===== src/rtl/retospect_bitstream_loader.sv =====
// rtl/retospect_bitstream_loader.sv - serializes config bytes onto the chain and repacks returned bits
module retospect_bitstream_loader #(
  parameter int CHAIN_LEN = 1488,
  parameter int CNT_W     = 11
) (
  input  logic       clk,
  input  logic       reset,
  input  logic       start,
  input  logic       abort,
  input  logic [7:0] in_data,
  input  logic       in_valid,
  output logic       in_ready,
  output logic [7:0] rd_data,
  output logic       rd_valid,
  input  logic       rd_ready,
  output logic       config_en,
  output logic       bs_in,
  input  logic       bs_out,
  output logic       busy,
  output logic       done
);

  typedef enum logic [1:0] {IDLE, LOAD, DRAIN} state_t;

  localparam logic [CNT_W-1:0] LEN = CNT_W'(CHAIN_LEN);

  state_t           state;
  logic [7:0]       sr;
  logic [3:0]       sr_n;
  logic [CNT_W-1:0] bits_sent;
  logic [7:0]       rd_sr;
  logic [3:0]       rd_n;

  logic [CNT_W-1:0] remaining;
  logic [3:0]       take;
  logic [3:0]       eff;
  logic [3:0]       nxt_n;
  logic             cap_full;
  logic             rd_hold;
  logic             stall;
  logic             issue;
  logic             accept;
  logic [7:0]       rd_sr_cap;

  assign in_ready  = (state == LOAD) && (sr_n == 4'd0) && (bits_sent < LEN);
  assign accept    = in_valid && in_ready;
  assign busy      = (state != IDLE);
  assign remaining = LEN - bits_sent;
  assign take      = (remaining >= CNT_W'(8)) ? 4'd8 : remaining[3:0];

  // The bit on the chain wire this edge lands in rd_sr now; eff counts it.
  assign eff      = rd_n + {3'b000, config_en};
  assign cap_full = (eff == 4'd8);
  assign nxt_n    = cap_full ? 4'd0 : eff;
  assign rd_hold  = rd_valid && !rd_ready;

  // A bit issued now is captured next edge; if it would finish a byte while
  // rd_data is still occupied at that edge, hold it back.
  assign stall = rd_hold || ((nxt_n == 4'd7) && (cap_full || rd_hold));
  assign issue = (state == LOAD) && (sr_n != 4'd0) && !stall;

  always_comb begin
    rd_sr_cap = rd_sr;
    if (config_en) rd_sr_cap[rd_n[2:0]] = bs_out;
  end

  always_ff @(posedge clk) begin
    if (reset) begin
      state     <= IDLE;
      sr        <= 8'd0;
      sr_n      <= 4'd0;
      bits_sent <= '0;
      rd_sr     <= 8'd0;
      rd_n      <= 4'd0;
      rd_data   <= 8'd0;
      rd_valid  <= 1'b0;
      config_en <= 1'b0;
      bs_in     <= 1'b0;
      done      <= 1'b0;
    end else if (abort) begin
      state     <= IDLE;
      sr_n      <= 4'd0;
      bits_sent <= '0;
      rd_sr     <= 8'd0;
      rd_n      <= 4'd0;
      rd_valid  <= 1'b0;
      config_en <= 1'b0;
      done      <= 1'b0;
    end else begin
      done <= 1'b0;

      if (cap_full) begin
        rd_data  <= rd_sr_cap;
        rd_valid <= 1'b1;
        rd_n     <= 4'd0;
        rd_sr    <= 8'd0;
      end else begin
        rd_n  <= eff;
        rd_sr <= rd_sr_cap;
        if (rd_valid && rd_ready) rd_valid <= 1'b0;
      end

      config_en <= issue;
      if (issue) begin
        bs_in     <= sr[0];
        sr        <= {1'b0, sr[7:1]};
        sr_n      <= sr_n - 4'd1;
        bits_sent <= bits_sent + CNT_W'(1);
      end

      case (state)
        IDLE: begin
          if (start) begin
            state     <= LOAD;
            bits_sent <= '0;
            sr_n      <= 4'd0;
            rd_n      <= 4'd0;
            rd_sr     <= 8'd0;
          end
        end
        LOAD: begin
          if (accept) begin
            sr   <= in_data;
            sr_n <= take;
          end
          if ((bits_sent == LEN) && (sr_n == 4'd0)) state <= DRAIN;
        end
        DRAIN: begin
          // Leftover bits go out zero-padded as the last readback byte.
          if ((rd_n != 4'd0) && (!rd_valid || rd_ready)) begin
            rd_data  <= rd_sr;
            rd_valid <= 1'b1;
            rd_n     <= 4'd0;
            rd_sr    <= 8'd0;
          end else if ((rd_n == 4'd0) && rd_valid && rd_ready) begin
            done  <= 1'b1;
            state <= IDLE;
          end else if ((rd_n == 4'd0) && !rd_valid) begin
            done  <= 1'b1;
            state <= IDLE;
          end
        end
        default: state <= IDLE;
      endcase
    end
  end

endmodule

===== config.mk =====
export PLATFORM = sky130hd
export DESIGN_NAME = retospect_bitstream_loader
export DESIGN_NICKNAME = d
export VERILOG_FILES = /design/src/rtl/retospect_bitstream_loader.sv
export SDC_FILE = /design/constraint.sdc
export NUM_CORES = 1
export LEC_CHECK = 0
export ABC_AREA = 1
export CAP_MARGIN = 25
export CORE_ASPECT_RATIO = 1.4
export CORE_MARGIN = 1
export CORE_UTILIZATION = 35
export DETAILED_ROUTE_END_ITERATION = 8
export HOLD_SLACK_MARGIN = 0.12
export SYNTH_ARGS = -nofsm -noshare
export SYNTH_HDL_FRONTEND = slang
export SYNTH_SLANG_ARGS = --single-unit
export TNS_END_PERCENT = 50

===== constraint.sdc =====
create_clock -name clk -period 1.8 [get_ports clk]
set_clock_uncertainty 0.1 [all_clocks]
set_input_delay 0.36 -clock clk [delete_from_list [all_inputs] [get_ports clk]]
set_output_delay 0.36 -clock clk [all_outputs]
set_load 0.1 [all_outputs]

# Word level (Yosys, flattened, before mapping)
# Index checks and enable logic that the tools add are counted.
[classes]
add_sub_neg = 4
order_cmp = 4
n_eq_ne = 9
mux = 38
bitwise_logic = 2
reduce_logical = 30
[op_table]
columns = ["cell", "count"]
rows = [
  ["two-way mux 8 bit", 10],
  ["two-way mux 11 bit", 3],
  ["two-way mux 4 bit", 7],
  ["case mux 4 bit (2 select lines)", 2],
  ["case mux 8 bit (2 select lines)", 1],
  ["logical AND 1 bit", 14],
  ["adder 11 x 1 -> 11 bit (second input constant)", 1],
  ["== test 11 bit (second input constant)", 1],
  ["greater-or-equal comparator 11 x 4 -> 1 bit (second input constant)", 1],
  ["< comparator 11 bit (second input constant)", 1],
  ["subtractor 11 bit (first input constant)", 1],
  ["two-way mux 2 bit", 5],
  ["bitwise mux 8 bit", 1],
  ["zero test 4 bit", 2],
  ["nonzero test 4 bit", 2],
  ["two-way mux 1 bit", 7],
  ["case mux 2 bit (3 select lines)", 1],
  ["adder 4 x 1 -> 4 bit", 1],
  ["== test 4 x 3 -> 1 bit (second input constant)", 1],
  ["== test 4 bit (second input constant)", 1],
  ["< comparator 3 x 4 -> 1 bit (second input constant)", 1],
  ["!= test 2 bit (second input constant)", 2],
  ["AND reduction 4 bit", 1],
  ["OR reduction 4 bit", 1],
  ["other kinds (14)", 19],
]
[totals]
reg_bits = 49
input_bits = 15
out_inout_bits = 14
wordCells = 98

# Logic depth before layout (Yosys ltp)
[logic_depth]
ltp_word = 11
depth_mapped = 12

# Least setup slack after synthesis
# No wires, ideal clock.
[synth_path]
kind = "flip-flop to flip-flop"
startpoint = "reg config_en"
endpoint = "reg rd_data[0]"
setup_time_ns = 0.120
arrival_time_ns = 2.315
required_ns = 1.580
setup_slack_ns = -0.736
stages_incl_launch_ff = 12
path_buffers = 1
period_less_slack_ns = 2.536
path_cell_list = "dfxtp_1 -> ha_1 -> ha_1 -> xnor2_1 -> nand3_1 -> nor2_4 -> inv_2 -> buf_6 -> nand2_1 -> o21ai_1 -> nor2_1 -> o21ai_1"
[synth_between]
elab_chain_len = 5
[synth_lines]
columns = ["item", "line", "source"]
rows = [
  ["from (decl)", "16", "output logic config_en,"],
  ["from (signal assigned)", "103", "config_en <= issue;"],
  ["adder 4 x 1 -> 4 bit", "52", "assign eff = rd_n + {3'b000, config_en};"],
  ["== test 4 bit", "53", "assign cap_full = (eff == 4'd8);"],
  ["two-way mux 8 bit *", "92", "if (cap_full) begin"],
  ["two-way mux 8 bit", "130", "if ((rd_n != 4'd0) && (!rd_valid || rd_ready)) begin"],
  ["two-way mux 8 bit *", "111", "case (state)"],
  ["to (signal assigned)", "93", "rd_data <= rd_sr_cap;"],
  ["to (signal assigned)", "131", "rd_data <= rd_sr;"],
  ["to (decl)", "13", "output logic [7:0] rd_data,"],
]
# Every way passes the cells marked *; elsewhere a longest branch is shown, timed or not.
# A chain may end at the register's enable or synchronous reset.

# Worst setup path in the final report
[layout_path]
startpoint = "reg bits_sent[0]"
endpoint = "out in_ready"
[layout_between]
elab_chain_len = 2
[layout_lines]
columns = ["item", "line", "source"]
rows = [
  ["from (decl)", "30", "logic [CNT_W-1:0] bits_sent;"],
  ["from (signal assigned)", "108", "bits_sent <= bits_sent + CNT_W'(1);"],
  ["< comparator 11 bit", "45", "assign in_ready = (state == LOAD) && (sr_n == 4'd0) && (bits_sent < LEN);"],
  ["logical AND 1 bit", "45", ""],
  ["to (decl)", "12", "output logic in_ready,"],
]
# Every way passes these cells.

==> impl_results.md <==
* Critical path data arrival time at 1.61 ns
* Min-Delay Path Class: reg2reg
* Core area at 7410 um2
* Overall Global Routing Usage at 18.1%
* Setup TNS at -0.993 ns
* Post-synthesis sequential area ratio at 36.3%
* Fin cells at 584
* Cts bufs inserted at 5
* Failing checks: negative setup slack
* Chip Height at 106 um
* Layout cells sized above 1 at 30.0%
* Worst Slack Setup Final at -0.270 ns
* Residual DRC at 0
* Total gr overflow at 0
* Iteration count of the initial detailed-routing pass at 4
* Most common cell after layout, fill and taps aside: nand2_1
* Die Span X at 76.3 um
* Worst reg-to-reg setup slack at -0.19 ns
* Detail Route Antenna Nets at 0
* Total wire length at 7230 um
* CP peak stage delay at 0.33 ns
* CP Class: reg2out
* I/O Pins at 29
* Async S/R FF share, synth at 0%
* Final Cell Area at 3940 um2
* CP required at 1.34 ns
* Port bufs at 28
* CP endpoint kind: output pin
* # diodes at 0
* Synth Cell Area at 2700 um2
* Syn Nets at 423
* Peak VDD IR at 0.000487 V
* Post-cts hold buffer count at 0
* Vias in the first global route at 2664
* Via total after detailed routing at 2809
* Clock sink total at 49
* RSZ-0062 raised after global routing: true
* CTS H-tree depth at 2
* Die area at 8080 um2
* Pwr Total at 2.08 mW
* Via density at 4.81
* First-pass GRT wire length at 11700 um
* Routed WL per cell at 12.4 um
* Min cycle time layout at 2.07 ns
* Drt first-iter violations at 158
* CTS Buffer Depth at 2
* Delay-heaviest family, CP: simple AND/OR/NAND/NOR gates
* Power Density at 528 nW/um2
* Initial antenna violation count at 0
* Post-Syn Instances at 403
* Dpl cells at 562
* Mean Syn Cell Area at 6.71 um2
* Least-Margin Pin Slew at 0.304 ns
* Yosys warns at 0
* CP Max Fanout at 2
* Met3 wire length at 202 um
* RePlAce Congestion at 0.812
* Max Transition Viols Final at 0
* Slowest-stage cell, CP: dfxtp_2
* CTS tree: yes
* Post-layout nets at 506
* Area Growth Syn to Fin at 45.9%
* Count of standard-cell rows at 37
* CP bufs+invs at 3
* Status: finished, violations left
* Pre-CTS setup slack at -0.309 ns
* Most frequent cells in the layout: nand2_1 (84), buf_4 (47), nor2_1 (46), inv_1 (44), dfxtp_1 (39)
* FILL cells at 746
* Period utilization at 115%
* Dpl hpwl at 5310 um
* Critical-path cell list: inv_2, ha_4, nand2_1, nor2_1, nand3_1, nand2_2, nor2_4, nand2_2, clkinvlp_4, buf_12
* R2r endpoint: sr_n[2]$_SDFF_PP0_
* Most common cell on crit path: nand2_2
* RR Startpoint: bits_sent[1]$_SDFF_PP0_
* # Max-Cap Violations at 0
* Flip-flop and latch count after synthesis at 49
* Pleak at 1.58 nW
* Max-slew headroom at 79.7%
* Hold Vio Cnt, Final at 0
* Highest metal used: met4
* Number of setup violations in the final report at 10
* Clk Latency, worst-skew pair at 0.31 ns
* Worst R2R Path Depth at 14
* Initial core utilization at 36.5%
* Highest Clock Rate at 483 MHz
* EDFF count, synth at 0
* Main synth FF type: dfxtp_1
* Largest net degree at the start of global routing at 21
* Clock-pin slew on the worst setup and hold paths at 0.10 ns
* Synth cell types at 34
* Met2 wire len at 3970 um
* Cell Area, Placed at 3600 um2
* CTS root buf: clkbuf_8
* Critical Path Start Type: flip-flop
* DRT met1 WL at 2930 um
* Hold depth at 2
* Hold Path Origin: sr[0]$_SDFFE_PP0N_
* WHS Endpoint: sr[0]$_SDFFE_PP0N_
[kinds of logic (layout without fill, tap and decap cells)]
family	Yosys count	after routing	share of synthesized area [%]
AND/OR/NAND/NOR	187	188	30.9
AO/OA/AOI/OAI	82	82	15.9
buffers and inverters	68	151	10.1
flip-flops	49	49	36.3
XOR/XNOR	6	6	2.22
multiplexers	6	6	2.22
adder cells (fa/ha/maj)	5	5	2.31
[worst max-delay path by stage]
stage | from | end | slack (ns) | cells after the start
floorplan | config_en$_SDFF_PP0_ | rd_data[0]$_SDFFE_PP0N_ | -0.10 | 11
global placement | rd_ready | rd_data[2]$_SDFFE_PP0N_ | -0.23 | 9
detailed placement | rd_ready | rd_data[2]$_SDFFE_PP0N_ | -0.31 | 9
CTS | bits_sent[1]$_SDFF_PP0_ | in_ready | -0.26 | 10
global route | bits_sent[0]$_SDFF_PP0_ | in_ready | -0.41 | 10
finish | bits_sent[0]$_SDFF_PP0_ | in_ready | -0.27 | 10
[Yosys cell counts (6+ instances only)]
cell	count	area (um2)
inv_2	7	26.3
nor3_1	8	40.0
nand2_1	90	338
dfxtp_1	49	981
nor2_1	50	188
mux2i_1	6	60.1
o22ai_1	7	43.8
nand3_1	22	110
a21oi_1	17	85.1
o21ai_0	32	160
o21ai_1	21	105
inv_1	52	195
[final cells by class]
| class | count | area [um2] | area share, % |
|---|---|---|---|
| inverter | 60 | 239 | 6.06 |
| sequential | 49 | 998 | 25.3 |
| clock buffer | 6 | 93.8 | 2.38 |
| timing repair buffer | 83 | 857 | 21.7 |
| clock inverter | 2 | 13.8 | 0.349 |
| tap | 97 | 121 | 3.08 |
| multi-input combinational | 287 | 1620 | 41.1 |
[what timing repair did]
item / 4_1_cts / 5_1_grt
hold endpoints to repair: 0 / 0
gates resized for setup: 10 / 33
pin swaps: 4 / 17
buffers inserted: 5 / 9
setup endpoints to repair: 13 / 44
gates cloned: 0 / 2
[per-layer routing]
metal / up-vias / GRT usage, %
met1: 1291 / 19.9
li1: 1462 / -
met5: - / 0
met3: 10 / 2.58
met4: 0 / 7.42
met2: 46 / 34.2
[stage by stage]
stage,hold WS (ns),utilization [%]
2_1_floorplan,0.329,-
3_3_place_gp,0.366,48.6
3_5_place_dp,0.367,48.6
4_1_cts,0.384,50.9
5_1_grt,0.405,53.2
6_report,0.380,53.2
[registers in the layout, indices dropped and copies added, names as in the netlist]
signal / count
bits_sent: 11
bs_in: 1
config_en: 1
done: 1
rd_data: 8
rd_n: 4
rd_sr: 8
rd_valid: 1
sr: 8
sr_n: 4
state: 2
[report_power, final]
part	switching, mW	total (mW)	internal (mW)
Sequential	0.00550	1.09	1.09
Combinational	0.125	0.231	0.106
Clock	0.396	0.758	0.362
Total	0.526	2.08	1.56
[worst reg2reg max path: stages, from the launching register on]
cell	delay [ns]
dfxtp_2	0.35
inv_2	0.05
ha_4	0.15
nand2_1	0.07
nor2_1	0.04
nand3_1	0.10
nand2_2	0.09
nor2_4	0.10
nand2_2	0.08
buf_4	0.14
buf_6	0.10
buf_6	0.11
nor2_4	0.14
nand4_1	0.15
a21oi_2	0.16
No activity file was read; power rests on OpenSTA's default activity.
